==> src/rtl/onchip_arb_pkg.sv <==
// Shared types for the on-chip RAM arbiter: default widths, port index and read-return tag.
package onchip_arb_pkg;

    localparam int unsigned ADDR_W_DEF = 16;
    localparam int unsigned DATA_W_DEF = 32;

    typedef logic port_idx_t;

    typedef struct packed {
        logic      valid;
        port_idx_t port;
        logic      oor;
    } rd_tag_t;

endpackage

==> src/rtl/onchip_arb_grant.sv <==
// Two-requester grant logic with a bounded-starvation hold counter.
// ONCHIP_ARB_ROUND_ROBIN_EN selects alternating grants under contention instead of m0 priority.
module onchip_arb_grant
    import onchip_arb_pkg::*;
#(
    parameter int unsigned HOLD_MAX = 4
) (
    input  logic       clk,
    input  logic       reset,
    input  logic       reset_req,
    input  logic [1:0] req,
    output logic [1:0] grant
);

    localparam int unsigned     CNT_W    = $clog2(HOLD_MAX + 1);
    localparam logic [CNT_W-1:0] HOLD_LIM = CNT_W'(HOLD_MAX);

    logic [CNT_W-1:0] r_hold_cnt;
    port_idx_t        r_last_grant;

    logic      w_block;
    logic      w_contend;
    port_idx_t w_win;
    port_idx_t w_gport;

    assign w_block   = reset | reset_req;
    assign w_contend = &req;
    assign w_gport   = grant[1];

`ifdef ONCHIP_ARB_ROUND_ROBIN_EN
    assign w_win = ~r_last_grant;
`else
    // Once the holder has had HOLD_MAX grants in a row, the waiting port takes the next one.
    assign w_win = (r_hold_cnt >= HOLD_LIM) ? ~r_last_grant : 1'b0;
`endif

    always_comb begin
        grant = '0;
        if (!w_block) begin
            if (w_contend) begin
                grant[w_win] = 1'b1;
            end else begin
                grant = req;
            end
        end
    end

    // A switch starts a new run at 1 so the grant that caused it is counted.
    always_ff @(posedge clk or posedge reset) begin
        if (reset) begin
            r_hold_cnt   <= '0;
            r_last_grant <= 1'b1;
        end else if (|grant) begin
            r_last_grant <= w_gport;
            if (!w_contend) begin
                r_hold_cnt <= '0;
            end else if (w_gport != r_last_grant) begin
                r_hold_cnt <= CNT_W'(1);
            end else if (r_hold_cnt < HOLD_LIM) begin
                r_hold_cnt <= r_hold_cnt + CNT_W'(1);
            end
        end
    end

endmodule

==> src/rtl/onchip_mem_arbiter.sv <==
// Shares a single-port on-chip RAM between two Avalon-MM requesters with OOR filtering.
// Build option ONCHIP_ARB_ROUND_ROBIN_EN (in onchip_arb_grant) selects round-robin contention.
module onchip_mem_arbiter
    import onchip_arb_pkg::*;
#(
    parameter int unsigned ADDR_W   = ADDR_W_DEF,
    parameter int unsigned DATA_W   = DATA_W_DEF,
    parameter int unsigned NUMWORDS = 40000,
    parameter int unsigned HOLD_MAX = 4
) (
    input  logic                clk,
    input  logic                reset,
    input  logic                reset_req,
    input  logic [ADDR_W-1:0]   m0_address,
    input  logic                m0_read,
    input  logic                m0_write,
    input  logic [DATA_W/8-1:0] m0_byteenable,
    input  logic [DATA_W-1:0]   m0_writedata,
    output logic                m0_waitrequest,
    output logic [DATA_W-1:0]   m0_readdata,
    output logic                m0_readdatavalid,
    input  logic [ADDR_W-1:0]   m1_address,
    input  logic                m1_read,
    input  logic                m1_write,
    input  logic [DATA_W/8-1:0] m1_byteenable,
    input  logic [DATA_W-1:0]   m1_writedata,
    output logic                m1_waitrequest,
    output logic [DATA_W-1:0]   m1_readdata,
    output logic                m1_readdatavalid,
    output logic [ADDR_W-1:0]   mem_address,
    output logic                mem_chipselect,
    output logic                mem_write,
    output logic [DATA_W/8-1:0] mem_byteenable,
    output logic [DATA_W-1:0]   mem_writedata,
    input  logic [DATA_W-1:0]   mem_readdata,
    output logic                mem_clken,
    output logic [1:0]          err_sticky,
    input  logic                err_clr
);

    localparam int unsigned BE_W = DATA_W / 8;

    logic [1:0]        w_req;
    logic [1:0]        w_grant;
    port_idx_t         w_gport;
    logic [ADDR_W-1:0] w_addr;
    logic              w_rd;
    logic              w_wr;
    logic [BE_W-1:0]   w_be;
    logic [DATA_W-1:0] w_wd;
    logic              w_oor;
    logic [1:0]        w_err_set;
    logic [DATA_W-1:0] w_rd_data;

    rd_tag_t    r_rd_tag;
    logic [1:0] r_err_sticky;

    assign w_req = {m1_read | m1_write, m0_read | m0_write};

    onchip_arb_grant #(
        .HOLD_MAX (HOLD_MAX)
    ) u_grant (
        .clk       (clk),
        .reset     (reset),
        .reset_req (reset_req),
        .req       (w_req),
        .grant     (w_grant)
    );

    assign w_gport = w_grant[1];

    // A request with both read and write high is handled as a write only.
    always_comb begin
        w_addr = '0;
        w_rd   = 1'b0;
        w_wr   = 1'b0;
        w_be   = '0;
        w_wd   = '0;
        if (w_grant[0]) begin
            w_addr = m0_address;
            w_wr   = m0_write;
            w_rd   = m0_read & ~m0_write;
            w_be   = m0_byteenable;
            w_wd   = m0_writedata;
        end else if (w_grant[1]) begin
            w_addr = m1_address;
            w_wr   = m1_write;
            w_rd   = m1_read & ~m1_write;
            w_be   = m1_byteenable;
            w_wd   = m1_writedata;
        end
    end

    assign w_oor     = (32'(w_addr) >= NUMWORDS);
    assign w_err_set = w_grant & {2{w_oor}};

    assign mem_address    = w_addr;
    assign mem_chipselect = w_wr & ~w_oor;
    assign mem_write      = mem_chipselect;
    assign mem_byteenable = w_be;
    assign mem_writedata  = w_wd;
    assign mem_clken      = ~reset_req;

    assign m0_waitrequest = ~w_grant[0];
    assign m1_waitrequest = ~w_grant[1];

    always_ff @(posedge clk or posedge reset) begin
        if (reset) begin
            r_rd_tag     <= '0;
            r_err_sticky <= '0;
        end else begin
            r_rd_tag.valid <= w_rd;
            r_rd_tag.port  <= w_gport;
            r_rd_tag.oor   <= w_oor;
            r_err_sticky   <= (err_clr ? 2'b00 : r_err_sticky) | w_err_set;
        end
    end

    assign w_rd_data        = r_rd_tag.oor ? '0 : mem_readdata;
    assign m0_readdatavalid = r_rd_tag.valid & (r_rd_tag.port == 1'b0);
    assign m1_readdatavalid = r_rd_tag.valid & (r_rd_tag.port == 1'b1);
    assign m0_readdata      = m0_readdatavalid ? w_rd_data : '0;
    assign m1_readdata      = m1_readdatavalid ? w_rd_data : '0;
    assign err_sticky       = r_err_sticky;

endmodule

==> config.mk <==
export PLATFORM = sky130hd
export DESIGN_NAME = onchip_mem_arbiter
export DESIGN_NICKNAME = d
export VERILOG_FILES = /design/src/rtl/onchip_arb_pkg.sv /design/src/rtl/onchip_arb_grant.sv /design/src/rtl/onchip_mem_arbiter.sv
export SDC_FILE = /design/constraint.sdc
export NUM_CORES = 1
export LEC_CHECK = 0
export CORE_ASPECT_RATIO = 0.5
export CORE_MARGIN = 1
export CORE_UTILIZATION = 20
export CTS_CLUSTER_DIAMETER = 40
export DETAILED_ROUTE_END_ITERATION = 6
export GPL_ROUTABILITY_DRIVEN = 0
export PLACE_DENSITY = 0.85
export SYNTH_ARGS = -nofsm -noshare
export SYNTH_HDL_FRONTEND = slang
export SYNTH_SLANG_ARGS = --single-unit
export TNS_END_PERCENT = 10
==> constraint.sdc <==
create_clock -name clk -period 2.18 [get_ports clk]
set_input_delay 0.327 -clock clk [delete_from_list [all_inputs] [get_ports clk]]
set_output_delay 0.327 -clock clk [all_outputs]
set_load 0.01 [all_outputs]
# == Word level (Yosys, flattened, before mapping) ==
# Index checks and enable logic that the tools add are counted.
# word_totals
register_bits,9
inputBits,144
output_inout_bits,125
elab_cells,58
# classes
addsub,1
order_cmp,5
eq_ne,2
n_mux,22
n_bitwise,18
reduce_logical,4
# ops
cell,n
$mux W32,5
$mux W16,2
$ge A16 B16 Y1 const B,1
$mux W3,3
$mux W4,2
$not A1 Y1,8
$mux W1,6
$mux W2,3
$and A1 B1 Y1,5
$reduce_and A2 Y1,2
$add A3 B1 Y3 const B,1
$ge A3 B3 Y1 const B,1
$lt A3 B3 Y1 const B,1
$ne A3 B3 Y1 const B,1
$or A1 B1 Y1,3
$and A2 B2 Y2,1
$lt A1 B2 Y1 const B,1
$or A2 B2 Y2,1
$reduce_or A2 Y1,1
$demux W1 S1,1
$ge A1 B1 Y1 const B,1
$logic_and A1 B1 Y1,1
$ne A1 B1 Y1,1

# == Logic depth before layout (Yosys ltp) ==
# depth
ltp_word,13
mapped_depth,8
mapped_depth_nobuf,6

# == Cells and area by module ==
# A second synthesis with hierarchy kept.
# hier_totals
hier_cells,247
hier_area_um2,1687.9
# modules_own_cells
mod,instances,cells_per_inst,area_per_inst_um2,seq_area_each_um2
onchip_mem_arbiter,1,225,1457.6,125.1
onchip_arb_grant,1,22,230.2,101.3

# == Least setup slack after synthesis ==
# Ideal clock, no wire load.
# synth_path
path_kind,register to output
start,register u_grant.r_last_grant
end,output mem_write
t_arrival_ns,2.058
t_required_ns,1.853
slack_ns,-0.205
stages_incl_launch_ff,8
n_path_buf,1
path_cell_list,dfstp_2 -> nor2b_1 -> a2111oi_4 -> inv_2 -> o2111ai_1 -> o2111ai_2 -> and3_1 -> buf_4
# synth_between
elab_chain_cells,13
elab_cells_between_ends,16
classes_between,order compare: 3; mux: 9; bitwise: 3; reduce/logical: 1
# synth_lines
element,line_no,text
start: declaration,onchip_arb_grant.sv:19,port_idx_t r_last_grant;
start signal: assignment,onchip_arb_grant.sv:54,r_last_grant <= w_gport;
$not A1 Y1 *,onchip_arb_grant.sv:34,assign w_win = (r_hold_cnt >= HOLD_LIM) ? ~r_last_grant : 1'b0;
$mux W1 *,onchip_arb_grant.sv:34,
$lt A1 B2 Y1 (implied by the code) or $ge A1 B1 Y1 (tied branches),onchip_arb_grant.sv:41,grant[w_win] = 1'b1;
$logic_and A1 B1 Y1 (implied by the code),onchip_arb_grant.sv:41,
$mux W1 (implied by the code),onchip_arb_grant.sv:41,
$demux W1 S1 *,--,
$mux W2 *,onchip_arb_grant.sv:40,if (w_contend) begin
$mux W2 *,onchip_arb_grant.sv:39,if (!w_block) begin
$mux W16,onchip_mem_arbiter.sv:85,end else if (w_grant[1]) begin
$mux W16,onchip_mem_arbiter.sv:79,if (w_grant[0]) begin
$ge A16 B16 Y1,onchip_mem_arbiter.sv:94,assign w_oor = (32'(w_addr) >= NUMWORDS);
$not A1 Y1,onchip_mem_arbiter.sv:98,assign mem_chipselect = w_wr & ~w_oor;
$and A1 B1 Y1 *,onchip_mem_arbiter.sv:98,
end: declaration,onchip_mem_arbiter.sv:32,"output logic mem_write,"
# Mark *: on every way between the ends. The rest lies on a longest branch, timed or not.

# == Final worst setup path ==
# layout_path
start,register u_grant.r_last_grant
end,output mem_chipselect
# layout_between
elab_chain_cells,13
elab_cells_between_ends,16
classes_between,order compare: 3; mux: 9; bitwise: 3; reduce/logical: 1
# layout_lines
element,line_no,text
$not A1 Y1 *,onchip_arb_grant.sv:34,
$mux W1 *,onchip_arb_grant.sv:34,
$lt A1 B2 Y1 (implied by the code) or $ge A1 B1 Y1 (tied branches),onchip_arb_grant.sv:41,
$logic_and A1 B1 Y1 (implied by the code),onchip_arb_grant.sv:41,
$mux W1 (implied by the code),onchip_arb_grant.sv:41,
$demux W1 S1 *,--,
$mux W2 *,onchip_arb_grant.sv:40,
$mux W2 *,onchip_arb_grant.sv:39,
$mux W16,onchip_mem_arbiter.sv:85,
$mux W16,onchip_mem_arbiter.sv:79,
$ge A16 B16 Y1,onchip_mem_arbiter.sv:94,
$not A1 Y1,onchip_mem_arbiter.sv:98,
$and A1 B1 Y1 *,onchip_mem_arbiter.sv:98,
end: declaration,onchip_mem_arbiter.sv:31,"output logic mem_chipselect,"
# Marks and branches as above.

==> impl_metrics.prom <==
# TYPE chip_impl_metric gauge
chip_impl_metric{name="dp_hpwl",unit="µm"} 8490
chip_impl_metric{name="clkLatencyLatePin",unit="ns"} 0.23
chip_impl_metric{name="avgSynthCellArea",unit="µm²"} 6.80
chip_impl_metric{name="grt_met1_use",unit="%"} 26.4
chip_impl_metric{name="fin_crit_sh",unit="%"} 114
chip_impl_metric{name="holdBufCountCts",unit=""} 0
chip_impl_metric{name="grt_max_degree",unit=""} 34
chip_impl_metric{name="clock-sinks",unit=""} 9
chip_impl_info{name="r2r_end",value="err_sticky[1]"} 1
chip_impl_metric{name="final_layout_size_suffix_gt1_share",unit="%"} 25.6
chip_impl_metric{name="cp_max_fo",unit=""} 3
chip_impl_metric{name="final.hold.worst_slack",unit="ns"} 0.375
chip_impl_info{name="holdCritPathClass",value="in -> async"} 1
chip_impl_metric{name="clk_transition_reported_paths",unit="ns"} 0.04
chip_impl_metric{name="grt_usage",unit="%"} 22.9
chip_impl_info{name="cts_tree",value="done"} 1
chip_impl_info{name="final_cell_mix",value="sky130_fd_sc_hd__clkdlybuf4s50_1, sky130_fd_sc_hd__nor2_1, sky130_fd_sc_hd__a22o_1, sky130_fd_sc_hd__buf_2, sky130_fd_sc_hd__buf_4"} 1
chip_impl_metric{name="timing.fmax",unit="GHz"} 0.401
chip_impl_metric{name="fin_total_pwr",unit="W"} 0.00146
chip_impl_metric{name="final_design_area_no_fill",unit="µm²"} 4840
chip_impl_metric{name="crit_arrival",unit="ns"} 2.17
chip_impl_metric{name="intPower",unit="W"} 0.00100
chip_impl_metric{name="cp_data_required_time",unit="ns"} 1.85
chip_impl_metric{name="antenna_cells_inserted",unit=""} 0
chip_impl_metric{name="detail-route-antenna-nets",unit=""} 0
chip_impl_metric{name="floorplan.initialDensity",unit="%"} 21.5
chip_impl_metric{name="number_of_warnings_printed_during_yosys_synthesis",unit=""} 0
chip_impl_info{name="synth_area_leader_cell",value="sky130_fd_sc_hd__a22o_1"} 1
chip_impl_metric{name="per_cell_routed_wire_length",unit="µm"} 16.7
chip_impl_metric{name="number_of_antenna_violations_at_the_first_check_in_global_routing",unit=""} 0
chip_impl_metric{name="floorplan.core_area",unit="µm²"} 7620
chip_impl_metric{name="share_clk_of_total_power",unit="%"} 21.9
chip_impl_metric{name="fill_cells",unit=""} 642
chip_impl_info{name="r2r_start",value="u_grant.r_last_grant"} 1
chip_impl_metric{name="clock_path_buffers",unit=""} 2
chip_impl_metric{name="finalSetupViolCount",unit=""} 37
chip_impl_metric{name="synth.lib_cells_used.distinct",unit=""} 30
chip_impl_metric{name="cts_buffers",unit=""} 3
chip_impl_metric{name="netlist_area_before_placement",unit="µm²"} 1640
chip_impl_info{name="crit_type",value="reg -> out"} 1
chip_impl_metric{name="global_route_wire_length_before_repair",unit="µm"} 15300
chip_impl_metric{name="power.net_switching",unit="W"} 0.000462
chip_impl_metric{name="layout-area-overhead-vs-synth",unit="%"} 195
chip_impl_metric{name="sequential_area_share_after_synthesis",unit="%"} 13.8
chip_impl_metric{name="period_needed",unit="ns"} 2.49
chip_impl_metric{name="gr-usage-met3",unit="%"} 4.05
chip_impl_metric{name="drv_slew",unit=""} 0
chip_impl_metric{name="syn_inst",unit=""} 241
chip_impl_metric{name="ir_worst_vdd",unit="mV"} 0.278
chip_impl_metric{name="max_slew.worst_pin.slew",unit="ns"} 0.472
chip_impl_metric{name="power.share.switching",unit="%"} 31.5
chip_impl_metric{name="fin_worst_skew",unit="ns"} 0.00280
chip_impl_metric{name="cap_viol_max_count",unit=""} 0
chip_impl_metric{name="final.setup.worst_slack",unit="ns"} -0.312
chip_impl_metric{name="grt_pass1_vias",unit=""} 3052
chip_impl_metric{name="drt-total-wl",unit="µm"} 10900
chip_impl_metric{name="synth_largest_type_area_fraction",unit="%"} 27.8
chip_impl_metric{name="power_density",unit="nW/µm²"} 303
chip_impl_metric{name="timing.reg2reg.setup_slack",unit="ns"} 0.02
chip_impl_metric{name="timing.reg2reg.worst_path_depth",unit=""} 10
chip_impl_metric{name="die_h",unit="µm"} 66.0
chip_impl_metric{name="synth_nets",unit=""} 386
chip_impl_metric{name="postPlaceCellArea",unit="µm²"} 4710
chip_impl_metric{name="total_leakage_power",unit="nW"} 2.19
chip_impl_info{name="critPathLaunchType",value="flip-flop"} 1
chip_impl_metric{name="buffer_ports.inserted",unit=""} 268
chip_impl_info{name="failed_checks",value="negative setup slack"} 1
chip_impl_metric{name="drtPass1Iterations",unit=""} 4
chip_impl_metric{name="drc",unit=""} 0
chip_impl_metric{name="finalSetupTns",unit="ns"} -3.34
chip_impl_metric{name="dr_total_vias",unit=""} 3152
chip_impl_info{name="run_status",value="complete, but fails checks"} 1
chip_impl_metric{name="die_area",unit="µm²"} 8580
chip_impl_metric{name="globalRouteOverflowTotal",unit=""} 0
chip_impl_metric{name="comb_power_share",unit="%"} 62.5
chip_impl_metric{name="synth.ff_latch_count",unit=""} 9
chip_impl_metric{name="remaining_max_slew_budget_at_the_tightest_pin",unit="%"} 68.2
chip_impl_info{name="rsz0062_at_grt",value="true"} 1
chip_impl_metric{name="pin_count",unit=""} 269
chip_impl_info{name="synthTopCellsByArea",value="sky130_fd_sc_hd__a22o_1, sky130_fd_sc_hd__nor2_1, sky130_fd_sc_hd__nand2b_1"} 1
chip_impl_metric{name="dieWidth",unit="µm"} 130
chip_impl_metric{name="gr-usage-met2",unit="%"} 42.0
chip_impl_metric{name="seq_power_share",unit="%"} 15.6
chip_impl_info{name="layout.cells.most_common",value="sky130_fd_sc_hd__clkdlybuf4s50_1"} 1
chip_impl_info{name="clock_tree.root_cell",value="sky130_fd_sc_hd__clkbuf_16"} 1
chip_impl_metric{name="drt_iter0_drc",unit=""} 201
chip_impl_metric{name="finalHoldViolations",unit=""} 0
chip_impl_metric{name="ctsHtreeMaxLevel",unit=""} 1
chip_impl_metric{name="rows",unit=""} 22
chip_impl_metric{name="viasPerCell",unit=""} 4.82
chip_impl_info{name="timing.critical_path.to_type",value="output port"} 1
chip_impl_info{name="grt_busiest_layer",value="met2"} 1
chip_impl_metric{name="finish.net_count",unit=""} 692
## cell families (layout without fill, tap and decap cells)
family,count (synthesis),count (layout),share of synthesized area [%]
AOI/OAI and AO/OA,74,74,41.6
buffers and inverters,34,339,8.86
DFF,9,9,13.8
and+or+nand+nor,123,123,34.9
adders and majority gates,1,1,0.764
## Yosys cell counts
cell type                   number
sky130_fd_sc_hd__inv_2           2
sky130_fd_sc_hd__inv_1           8
sky130_fd_sc_hd__o221ai_1        2
sky130_fd_sc_hd__buf_4           1
sky130_fd_sc_hd__dfstp_2         1
sky130_fd_sc_hd__dfrtp_1         8
sky130_fd_sc_hd__nand3_1         2
sky130_fd_sc_hd__o21ai_1         1
sky130_fd_sc_hd__a2111oi_4       2
sky130_fd_sc_hd__a21oi_1         1
sky130_fd_sc_hd__o2111ai_2       1
sky130_fd_sc_hd__nand2b_1       34
sky130_fd_sc_hd__a222oi_1        1
sky130_fd_sc_hd__a22oi_1         1
sky130_fd_sc_hd__nor4_1          1
sky130_fd_sc_hd__or2_2           4
sky130_fd_sc_hd__buf_6           1
sky130_fd_sc_hd__nor2_1         71
sky130_fd_sc_hd__buf_2           5
sky130_fd_sc_hd__o32ai_1         1
sky130_fd_sc_hd__ha_1            1
sky130_fd_sc_hd__o21ai_0         1
sky130_fd_sc_hd__a32o_1          1
sky130_fd_sc_hd__o2111ai_1      10
sky130_fd_sc_hd__a22o_1         52
sky130_fd_sc_hd__nand2_1         7
sky130_fd_sc_hd__nor2b_1         1
sky130_fd_sc_hd__clkbuf_1       17
sky130_fd_sc_hd__and3_1          1
sky130_fd_sc_hd__or2_1           2
## layer usage
layer	vias to the layer above	wire length, µm
li1	1482	-
met1	1461	4290
met2	177	5520
met3	32	810
met4	0	332
met5	-	0
## worst max-delay path: stages, from the launching register on
cell	delay [ns]
sky130_fd_sc_hd__dfstp_2	0.57
sky130_fd_sc_hd__nor2b_4	0.07
sky130_fd_sc_hd__a2111oi_4	0.33
sky130_fd_sc_hd__buf_4	0.19
sky130_fd_sc_hd__buf_6	0.10
sky130_fd_sc_hd__inv_4	0.03
sky130_fd_sc_hd__o2111ai_4	0.19
sky130_fd_sc_hd__o2111ai_2	0.14
sky130_fd_sc_hd__and3_4	0.19
sky130_fd_sc_hd__buf_6	0.12
## repair_timing
| item | in CTS | in global routing |
|---|---|---|
| endpoints found under the hold margin | 0 | 0 |
| setup endpoints to repair | 59 | 56 |
| setup buffers | 11 | 3 |
| pin swaps | 8 | 27 |
| resized for setup | 194 | 72 |
| cloned | 2 | 1 |
## metrics by stage
step                util (%)  setup WS [ns]  cells
floorplan                  -         -0.155    241
global placement        61.7         -0.789    634
detailed placement      61.7         -0.828    634
CTS                     64.3         -0.360    651
global route            63.5         -0.410    654
finish                  63.5         -0.312    654
## worst max-delay path by stage
| stage | slack [ns] | to | depth (start not counted) | from |
|---|---|---|---|---|
| after floorplan | -0.16 | mem_write | 7 | m1_write |
| after global placement | -0.79 | mem_chipselect | 9 | m1_write |
| after detailed placement | -0.83 | mem_chipselect | 9 | m1_write |
| after CTS | -0.36 | mem_chipselect | 9 | u_grant.r_last_grant |
| after global routing | -0.41 | mem_chipselect | 8 | u_grant.r_last_grant |
| final | -0.31 | mem_chipselect | 9 | u_grant.r_last_grant |
## power by group through the flow
| stage | clock (W) | combinational (W) | sequential (W) |
|---|---|---|---|
| after floorplan | 0 | 0.000303 | 0.000220 |
| after global placement | 0 | 0.000861 | 0.000221 |
| after detailed placement | 0 | 0.000880 | 0.000221 |
| after CTS | 0.000319 | 0.000894 | 0.000224 |
| after global routing | 0.000335 | 0.000973 | 0.000232 |
| final | 0.000321 | 0.000915 | 0.000228 |
## area by class of cell
class,count,area [µm²],share of cell area [%]
Clock buffer,4,78.8,1.63
Inverter,10,40.0,0.828
Multi-Input combinational cell,198,1340,27.7
Sequential cell,9,226,4.68
Tap cell,108,135,2.79
Timing Repair Buffer,325,3020,62.4
## registers in the layout (all words and copies together), names as in the netlist
name	flops
r_rd_tag	3
u_grant.r_hold_cnt	3
err_sticky	2
u_grant.r_last_grant	1
(Power assumes the default switching activity.)
